$ cat src/rtl/sync_seq_driver.sv
// Caller side of the valid/ready sync protocol: turns one command into `count`
// sequential calls to a function block and streams each result downstream.
module sync_seq_driver #(
   parameter int WIDTH   = 16,
   parameter int CNT_W   = 8,
   parameter int TIMEOUT = 64
) (
   input  logic             clk,
   input  logic             rst,
   input  logic             cmd_valid,
   output logic             cmd_ready,
   input  logic [WIDTH-1:0] cmd_start,
   input  logic [WIDTH-1:0] cmd_step,
   input  logic [CNT_W-1:0] cmd_count,
   output logic             dut_in_valid,
   input  logic             dut_in_ready,
   output logic [WIDTH-1:0] dut_in0,
   input  logic             dut_out_valid,
   output logic             dut_out_ready,
   input  logic [WIDTH-1:0] dut_out0,
   output logic             res_valid,
   input  logic             res_ready,
   output logic [WIDTH-1:0] res_data,
   output logic [CNT_W-1:0] res_idx,
   output logic             res_last,
   output logic             done,
   output logic [WIDTH-1:0] sum,
   output logic             err
);

   localparam logic [2:0] S_IDLE  = 3'd0;
   localparam logic [2:0] S_ISSUE = 3'd1;
   localparam logic [2:0] S_WAIT  = 3'd2;
   localparam logic [2:0] S_EMIT  = 3'd3;
   localparam logic [2:0] S_FIN   = 3'd4;

   localparam int TCNT_W = $clog2(TIMEOUT + 1);

   logic [2:0]        state;
   logic [WIDTH-1:0]  arg;
   logic [WIDTH-1:0]  step_q;
   logic [WIDTH-1:0]  res_q;
   logic [WIDTH-1:0]  sum_q;
   logic [CNT_W-1:0]  count_q;
   logic [CNT_W-1:0]  idx;
   logic [TCNT_W-1:0] tcnt;
   logic              err_q;
   logic              is_last;

   // count_q is never 0 while in EMIT, so count_q-1 cannot underflow there.
   assign is_last = (idx == count_q - CNT_W'(1));

   assign cmd_ready     = (state == S_IDLE);
   assign dut_in_valid  = (state == S_ISSUE);
   assign dut_out_ready = (state == S_WAIT);
   assign res_valid     = (state == S_EMIT);
   assign res_last      = (state == S_EMIT) && is_last;
   assign done          = (state == S_FIN);
   assign dut_in0       = arg;
   assign res_data      = res_q;
   assign res_idx       = idx;
   assign sum           = sum_q;
   assign err           = err_q;

   // NOTE: state registers use non-blocking assignments only, so every branch
   // below reads the pre-edge values regardless of statement order.
   always_ff @(posedge clk) begin
      if (rst) begin
         state   <= S_IDLE;
         arg     <= '0;
         step_q  <= '0;
         res_q   <= '0;
         sum_q   <= '0;
         count_q <= '0;
         idx     <= '0;
         tcnt    <= '0;
         err_q   <= 1'b0;
      end else begin
         case (state)
            S_IDLE: if (cmd_valid) begin
               arg     <= cmd_start;
               step_q  <= cmd_step;
               count_q <= cmd_count;
               sum_q   <= '0;
               err_q   <= 1'b0;
               idx     <= '0;
               state   <= (cmd_count == '0) ? S_FIN : S_ISSUE;
            end
            S_ISSUE: if (dut_in_ready) begin
               tcnt  <= '0;
               state <= S_WAIT;
            end
            S_WAIT: begin
               if (dut_out_valid) begin
                  res_q <= dut_out0;
                  sum_q <= sum_q + dut_out0;
                  state <= S_EMIT;
               end else if (tcnt == TCNT_W'(TIMEOUT - 1)) begin
                  // TIMEOUT idle WAIT cycles have now elapsed; abandon the call.
                  err_q <= 1'b1;
                  state <= S_FIN;
               end else begin
                  tcnt <= tcnt + TCNT_W'(1);
               end
            end
            S_EMIT: if (res_ready) begin
               if (is_last) begin
                  state <= S_FIN;
               end else begin
                  idx   <= idx + CNT_W'(1);
                  arg   <= arg + step_q;
                  state <= S_ISSUE;
               end
            end
            S_FIN:   state <= S_IDLE;
            default: state <= S_IDLE;
         endcase
      end
   end

endmodule
$ cat config.mk
export PLATFORM = sky130hd
export DESIGN_NAME = sync_seq_driver
export DESIGN_NICKNAME = d
export VERILOG_FILES = /design/src/rtl/sync_seq_driver.sv
export SDC_FILE = /design/constraint.sdc
export NUM_CORES = 1
export LEC_CHECK = 0
export ABC_AREA = 1
export CAP_MARGIN = 20
export CELL_PAD_IN_SITES_DETAIL_PLACEMENT = 1
export CELL_PAD_IN_SITES_GLOBAL_PLACEMENT = 2
export CORE_ASPECT_RATIO = 2
export CORE_UTILIZATION = 30
export DETAILED_ROUTE_END_ITERATION = 8
export PLACE_DENSITY_LB_ADDON = 0.1
export REMOVE_ABC_BUFFERS = 1
export SLEW_MARGIN = 25
export SYNTH_ARGS = -nofsm -noshare
export SYNTH_HDL_FRONTEND = slang
export SYNTH_SLANG_ARGS = --single-unit
$ cat constraint.sdc
create_clock -name clk -period 3.75 [get_ports clk]
set_clock_uncertainty 0.05 [all_clocks]
set_input_delay 0.375 -clock clk [delete_from_list [all_inputs] [get_ports clk]]
set_output_delay 0.375 -clock clk [all_outputs]
set_load 0.01 [all_outputs]
# Word-level counts from Yosys, hierarchy flattened
# Cells that the tools add are included.
[classes]
n_mux = 27
n_eq_ne = 15
add_sub_neg = 5
n_reduce_logical = 13
[op_table]
columns = ["op", "count"]
rows = [
  ["16-bit 2-to-1 mux", 5],
  ["16-bit case mux with 2 select lines", 2],
  ["16-bit adder", 2],
  ["8-bit 2-to-1 mux", 3],
  ["3-bit 2-to-1 mux", 7],
  ["7-bit 2-to-1 mux", 3],
  ["8-bit case mux with 2 select lines", 1],
  ["4-bit AND reduction", 4],
  ["7-bit case mux with 2 select lines", 1],
  ["3-bit case mux with 4 select lines", 1],
  ["2-bit != test, second input constant", 5],
  ["8-bit by 1-bit adder with 8-bit output, second input constant", 1],
  ["8-bit == test", 1],
  ["8-bit logical NOT", 1],
  ["8-bit by 1-bit subtractor with 8-bit output, second input constant", 1],
  ["7-bit by 1-bit adder with 7-bit output, second input constant", 1],
  ["7-bit by 6-bit == test with 1-bit output, second input constant", 1],
  ["3-bit by 2-bit == test with 1-bit output, second input constant", 2],
  ["2-bit by 1-bit != test with 1-bit output, second input constant", 3],
  ["2-bit nonzero test", 3],
  ["2-bit AND reduction", 2],
  ["3-bit by 1-bit == test with 1-bit output, second input constant", 1],
  ["3-bit == test, second input constant", 1],
  ["3-bit logical NOT", 1],
  ["5 further kinds", 7],
]
[totals]
output_inout_bits = 63
input_bits = 62
word_cells = 69
regBits = 91

# Depth between registers and ports, before layout
[depth]
word_depth = 5
mapped_depth = 17
ltp_nobuf = 17

# Worst setup path before layout
# No wires, ideal clock.
[synth_path]
kind = "register to register"
start = "reg arg[0] (netlist: dut_in0[0])"
end = "reg arg[10] (netlist: dut_in0[10])"
n_path_buf = 0
period_less_slack_ns = 1.890
stages_incl_launch_ff = 14
t_arrival_ns = 1.727
required_ns = 3.587
setup_time_ns = 0.113
slack_ns = 1.860
path_cell_list = "dfxtp_1 -> ha_1 -> inv_1 -> fa_1 -> inv_1 -> nand4_1 -> nand2_1 -> nand2_1 -> nor2_1 -> o21ai_0 -> nand3_1 -> nand2_1 -> nor2_1 -> nor2_1"
[synth_between]
elab_chain_len = 4
[synth_rtl]
columns = ["element", "line", "rtl"]
rows = [
  ["start, declared", "40", "logic [WIDTH-1:0] arg;"],
  ["start signal, assigned", "81", "arg <= cmd_start;"],
  ["start signal, assigned", "111", "arg <= arg + step_q;"],
  ["16-bit adder", "111", ""],
  ["16-bit 2-to-1 mux", "107", "if (is_last) begin"],
  ["16-bit 2-to-1 mux", "106", "S_EMIT: if (res_ready) begin"],
  ["16-bit case mux with 2 select lines", "79", "case (state)"],
]
# Every way passes these cells. The select of a mux whose other input is x is not followed.
# A chain may end at the register's enable or synchronous reset.

# Final worst setup path
[layout_path]
start = "reg count_q[0]"
end = "out res_last"
[layout_between]
elab_chain_len = 3
[layout_rtl]
columns = ["element", "line", "rtl"]
rows = [
  ["start, declared", "44", "logic [CNT_W-1:0] count_q;"],
  ["start signal, assigned", "83", "count_q <= cmd_count;"],
  ["8-bit by 1-bit subtractor with 8-bit output", "51", "assign is_last = (idx == count_q - CNT_W'(1));"],
  ["8-bit == test", "51", ""],
  ["1-bit logical AND", "57", "assign res_last = (state == S_EMIT) && is_last;"],
  ["end, declared", "25", "output logic res_last,"],
]
# Every way passes these cells.

==> results.yml <==
placement:
  place_ws_ns: 1.18
  portBuffers: 124
  hpwl_mm: 15.2
  gp_congestion: 0.815
critical_path:
  r2r-end: "dut_in0[10]$_SDFFE_PP0P_"
  crit_buf_inv: 3
  crit_top_cell: "nand3_1"
  timing.rr.start: "count_q[0]$_SDFFE_PP0P_"
  crit_required_ns: 3.32
  cp-end-kind: "output port"
  crit_fanout: 6
  crit_type: "flop to output port"
  cp_slowest_cell: "clkdlybuf4s50_1"
  reg2regPathDepth: 15
  path_cells: "inv_2 -> ha_1 -> nand2_1 -> nor2_1 -> nand3_1 -> nand2_1 -> nand3_1 -> nor2_1 -> nand3_1 -> inv_1 -> clkdlybuf4s50_1"
  critPathLaunchType: "flop"
  path_delay_family: "simple AND/OR/NAND/NOR gates"
  rrSetupSlack_ns: 1.36
  max_stage_delay_ns: 0.53
  critPathArrivalTime_ns: 2.41
worst_hold_path:
  min_from: "tcnt[5]$_SDFFE_PP0P_"
  min_to: "tcnt[5]$_SDFFE_PP0P_"
  hold_path_depth: 1
  min_path_type: "flop to flop"
synth:
  ys_warn_count: 0
  synth-seq-area-share_pct: 31.3
  synth_xor_area_share_pct: 2.41
  async_reset_ff_share_pct: 0
  synth_compound_area_share_pct: 14.6
  ys_ff_latch: 91
  synth_top_family_by_area: "simple AND/OR/NAND/NOR gates"
  synth.avg_cell_area_um2: 6.67
  ys.flop_type: "dfxtp_1"
  synthSimpleGateAreaFrac_pct: 35.2
  synth_edf_count: 0
  ys_types: 44
  synthAdderAreaFrac_pct: 7.78
  postSynthCellCount: 872
  synth_mux_area_share_pct: 0.172
  synthesis.area_mm2: 0.00582
clock_tree:
  cts_resized: 0
  cts.reportedPaths.clkPinSlew_ns: 0.07
  cts_hold_buffers: 0
  cts_setup_buffers: 0
  cts_tree: "yes"
  cts_sinks: 91
  cts-root-buf: "clkbuf_16"
  htree_levels: 3
  clock_path_buffers: 2
  numCtsBuffers: 9
  clk_latency_ns: 0.35
timing:
  holdWs_ns: 0.410
  finalHoldViolations: 0
  setup_viol: 0
  fin_crit_ns: 2.83
  rsz0062_at_grt: "false"
  relSlewSlack_pct: 58.6
  drv_slew: 0
  setup_ws_ns: 0.917
  fmax_ghz: 0.353
  worst_pin_slew_ns: 0.620
  timing.final.crit_share_pct: 75.6
  fin_setup_tns_ns: 0
final_layout:
  n_antenna_cell: 0
  final_cell_mix: "nand2_1, clkdlybuf4s50_1, nand3_1, dfxtp_1, a21oi_1"
  drive_gt1_share_pct: 7.90
  final_common_cell: "nand2_1"
  fin_nets: 1079
  areaGrowthSynthToFinish_pct: 29.9
  fillCellCount: 2438
floorplan:
  die_h_um: 199
  die_area_mm2: 0.0200
  rows: 71
  pin_count: 125
  core_mm2: 0.0189
  initial_core_util_pct: 30.7
  fp.dieW_um: 100
flow_run:
  drv_cap: 0
global_route:
  grtUsageMet3_pct: 3.20
  grt-ovfl-total: 0
  grt_max_degree: 73
  use_met2_pct: 43.5
  grt_usage_pct: 20.9
  met1_usage_pct: 19.5
  grt_pass1_wl_mm: 32.2
  grt_busiest_layer: "met2"
  grt_pass1_vias: 6528
  antenna_found_initial: 0
drt:
  wl_per_cell_um: 16.1
  via_per_inst: 4.87
  num_vias: 6054
  wl_mm: 20.0
  drt_first_pass_iters: 4
  ant_nets: 0
  drtIter0Drc: 119
  drc: 0
pwr:
  cellLeakagePower_nw: 3.20
  pwr_density_cell_mw_per_mm2: 522
  ir_worst_vdd_uv: 215
run_status:
  status: "finished clean"
worst max path at each step:
| stage | start | to | slack (ns) | depth (start not counted) |
|---|---|---|---|---|
| 5_1_grt | count_q[0]$_SDFFE_PP0P_ | res_last | 0.73 | 11 |
| 4_1_cts | count_q[0]$_SDFFE_PP0P_ | res_last | 0.84 | 11 |
| 6_report | count_q[0]$_SDFFE_PP0P_ | res_last | 0.92 | 11 |
| 3_5_place_dp | dut_out0[0] | sum[8]$_SDFFE_PP0P_ | 1.18 | 14 |
| 2_1_floorplan | state[2]$_SDFFE_PP0P_ | sum[10]$_SDFFE_PP0P_ | 1.20 | 6 |
| 3_3_place_gp | dut_out0[2] | sum[13]$_SDFFE_PP0P_ | 1.19 | 11 |
layout make-up:
| cell class | count | area, µm² | area share (%) |
|---|---|---|---|
| Clock buffer | 10 | 229 | 3.03 |
| Timing Repair Buffer | 131 | 1300 | 17.2 |
| Multi-Input combinational cell | 665 | 3510 | 46.4 |
| Sequential cell | 91 | 1820 | 24.1 |
| Clock inverter | 6 | 63.8 | 0.844 |
| Inverter | 84 | 315 | 4.17 |
| Tap cell | 255 | 319 | 4.22 |
Yosys cell counts (5+ instances only):
cell type | n | area (µm²)
a21oi_1 | 90 | 450
o21bai_1 | 7 | 52.6
buf_2 | 10 | 50.1
nand2_2 | 13 | 81.3
nand4_1 | 6 | 37.5
clkbuf_1 | 16 | 60.1
xnor2_1 | 5 | 43.8
a21oi_2 | 17 | 149
nand3_1 | 92 | 460
nor2_1 | 54 | 203
nand2_1 | 266 | 998
dfxtp_1 | 91 | 1820
inv_2 | 8 | 30.0
o21ai_0 | 23 | 115
xor2_1 | 11 | 96.3
ha_1 | 33 | 413
inv_1 | 76 | 285
nor3_1 | 8 | 40.0
worst register-to-register path, delay by kind of cell (launching register included):
family / cells / cell delay (ns)
fa+ha+maj: 1 / 0.28
buf+inv: 1 / 0.11
simple gates: 13 / 1.51
flops: 1 / 0.34
through the flow:
stage               cells  instance area [µm²]  utilization, %  total power [mW]
floorplan             840                 5640               -              2.33
global placement     1226                 7270            38.4              3.06
detailed placement   1226                 7270            38.4              3.08
CTS                  1242                 7560            40.0              4.04
global route         1242                 7560            40.0              4.25
finish               1242                 7560            40.0              3.95
where the power goes:
group | switching (mW) | internal, mW
registers | 0.151 | 1.12
logic | 1.07 | 0.668
clock network | 0.420 | 0.518
total | 1.64 | 2.30
layer usage:
metal,vias up,wire length (µm)
met1,2864,7320
met3,26,614
met2,97,11500
met4,0,496
met5,-,0
li1,3067,-
cells by family after synthesis:
family	count (synthesis)
mux	1
simple gates	464
fa+ha+maj	35
compound gates	149
flops	91
xor+xnor	16
buf+inv	116
state kept, by name, indices dropped and copies added, names as in the netlist:
register	count
res_idx	8
err	1
count_q	8
dut_in0	16
tcnt	7
state	3
res_data	16
sum	16
step_q	16
No activity file was read; power rests on OpenSTA's default activity.
==> patch: new RTL, same settings <==
Change the parameter `WIDTH` from 16 to 32.
--- a/src/rtl/sync_seq_driver.sv
+++ b/src/rtl/sync_seq_driver.sv
@@ -2,5 +2,5 @@
 // sequential calls to a function block and streams each result downstream.
 module sync_seq_driver #(
-   parameter int WIDTH   = 16,
+   parameter int WIDTH   = 32,
    parameter int CNT_W   = 8,
    parameter int TIMEOUT = 64
Interface: changed (6 resized); port bits go from 125 to 221. No check against the original RTL was run, so the function may have changed too.
==> patch against the unedited design <==
Cell area is 84% higher; setup slack worse by 140 ps; power is 93% higher; register-to-register slack worse by 250 ps; synthesized area is 83% higher; non-clock buffer count is 105 higher; routed wire length is 140% higher; worst hold slack worse by 77 ps; combinational power is 110% higher; count of clock-buffer cells in the layout is 7 higher; sequential cell count is 64 higher; largest power group unchanged.
==> patch: results (changes against the unedited design) <==
<table>
<tr><th>Metric</th><th>Value</th></tr>
<tr><th colspan="2">Status</th></tr>
<tr><td>Run status</td><td>completed</td></tr>
<tr><th colspan="2">Clock tree</th></tr>
<tr><td>Number of buffers created by CTS</td><td>17 (+8)</td></tr>
<tr><td>Clock latency on the worst-skew pair</td><td>450 ps (+100 ps)</td></tr>
<tr><td>Number of levels the H-tree was split into</td><td>4 (+1)</td></tr>
<tr><th colspan="2">Cells and area</th></tr>
<tr><td>Share of layout cells above drive strength 1</td><td>5.95% (-2.0 points)</td></tr>
<tr><td># fillers</td><td>4,555 (+87%)</td></tr>
<tr><th colspan="2">Global route</th></tr>
<tr><td>Pin count of the biggest net entering global routing</td><td>63 (-14%)</td></tr>
<tr><td>Grt met2 use</td><td>57.3% (+14 points)</td></tr>
<tr><td>Overall global routing resource usage</td><td>27.0% (+6.0 points)</td></tr>
<tr><td>Number of antenna violations at the first check in global routing</td><td>3 (+3)</td></tr>
<tr><td>M3 GR Usage</td><td>3.62% (+0.42 points)</td></tr>
<tr><td>Via count of the first global-routing pass</td><td>13,200 (+100%)</td></tr>
<tr><td>Global-route wire length before repair</td><td>72,200 microns (+120%)</td></tr>
<tr><th colspan="2">Logic synthesis</th></tr>
<tr><td>Library cells used by synthesis</td><td>41 (-6.8%)</td></tr>
<tr><td>Synth area leaders</td><td>sky130_fd_sc_hd__dfxtp_1, sky130_fd_sc_hd__nand2_1, sky130_fd_sc_hd__a21oi_1</td></tr>
<tr><td>Register area share after synthesis</td><td>29.2% (-2.2 points)</td></tr>
<tr><th colspan="2">Placed design</th></tr>
<tr><td>Detailed placer's ending HPWL</td><td>37,700 microns (+150%)</td></tr>
<tr><td>GP Congestion</td><td>0.908 (+11%)</td></tr>
<tr><th colspan="2">Min path</th></tr>
<tr><td>Type of the most critical hold path</td><td>primary input to flip-flop</td></tr>
<tr><th colspan="2">Pwr</th></tr>
<tr><td>Leakage power</td><td>6.28 nW (+96%)</td></tr>
<tr><td>VDD IR-drop max</td><td>0.000327 V (+52%)</td></tr>
<tr><th colspan="2">Detailed routing</th></tr>
<tr><td>Via density per instance</td><td>5.07 (+4.0%)</td></tr>
<tr><td>Count of routing violations after the opening detailed-route iteration</td><td>342 (+190%)</td></tr>
<tr><td>Routed len/inst</td><td>20.1 microns (+25%)</td></tr>
<tr><th colspan="2">Critical path</th></tr>
<tr><td>Arrival time reported for the critical path endpoint</td><td>2550 ps (+140 ps)</td></tr>
<tr><td>Family of cells with the greatest summed delay on the critical path</td><td>buffers and inverters</td></tr>
<tr><th colspan="2">STA</th></tr>
<tr><td>Actual slew at the worst max-slew pin</td><td>903 ps (+283 ps)</td></tr>
</table>
==> patch: cell count changes in the layout (fill, tap and decap cells not counted), sizes merged, moves of 6 or more <==
cell	unedited run	this run
a21o	1	7
clkbuf	10	17
nor2	56	221
a21oi	107	192
xor2	11	19
nand3	92	138
nand2	281	525
buf	8	18
dfxtp	91	155
ha	33	65
clkdlybuf4s50	123	218
inv	85	187
o21ai	27	88
==> patch: path summary, 6_finish.rpt <==
kind                            startpoint  depth (start not counted)          to  slack (ps)
worst min-delay path                   rst                          2     sum[31]         330
worst max-delay path            count_q[0]                         10    res_last         780
worst max register to register  count_q[0]                         15  dut_in0[6]        1110
worst min register to register     tcnt[4]                          2     tcnt[4]         400
==> patch: per-layer routing <==
metal	vias up	part of all wire (%)
met4	2	6.7
met3	121	2.4
met1	5758	32
met2	244	59
li1	5940	-
met5	-	0.025
==> patch: power groups by stage <==
stage	Combinational, mW	Clock [mW]	Sequential [mW]
finish	3.60	1.78	2.23
global route	3.99	1.90	2.27
CTS	3.69	1.85	2.24
detailed placement	3.67	0	2.27
global placement	3.60	0	2.27
floorplan	1.95	0	2.29
==> patch: cell type report <==
type | count | area [sq um] | area share [%]
repair buffers | 236 | 2330 | 16.8
diodes | 2 | 5.00 | 0.0361
clock buffers | 17 | 425 | 3.07
inverters | 179 | 672 | 4.84
well taps | 445 | 557 | 4.01
flip-flops and latches | 155 | 3100 | 22.4
clock inverters | 15 | 154 | 1.11
multi-input cells | 1330 | 6630 | 47.8
==> patch: through the flow <==
stage / setup slack (ps) / hold WS, ps / utilization [%] / std cells / power [mW]
after floorplan: 199 / 372 / - / 1664 / 4.24
after global placement: 804 / 385 / 38.0 / 2345 / 5.86
after detailed placement: 723 / 389 / 38.0 / 2345 / 5.94
after CTS: 721 / 314 / 39.7 / 2377 / 7.77
after global routing: 558 / 321 / 39.7 / 2379 / 8.16
final: 776 / 333 / 39.7 / 2379 / 7.62
==> patch: cells by family after synthesis <==
| logic type | share of synthesized area, % |
|---|---|
| and+or+nand+nor | 36.6 |
| buffers and inverters | 8.73 |
| xor gates and xnor gates | 2.06 |
| adders and majority gates | 8.02 |
| AOI/OAI and AO/OA | 15.4 |
| DFF | 29.2 |
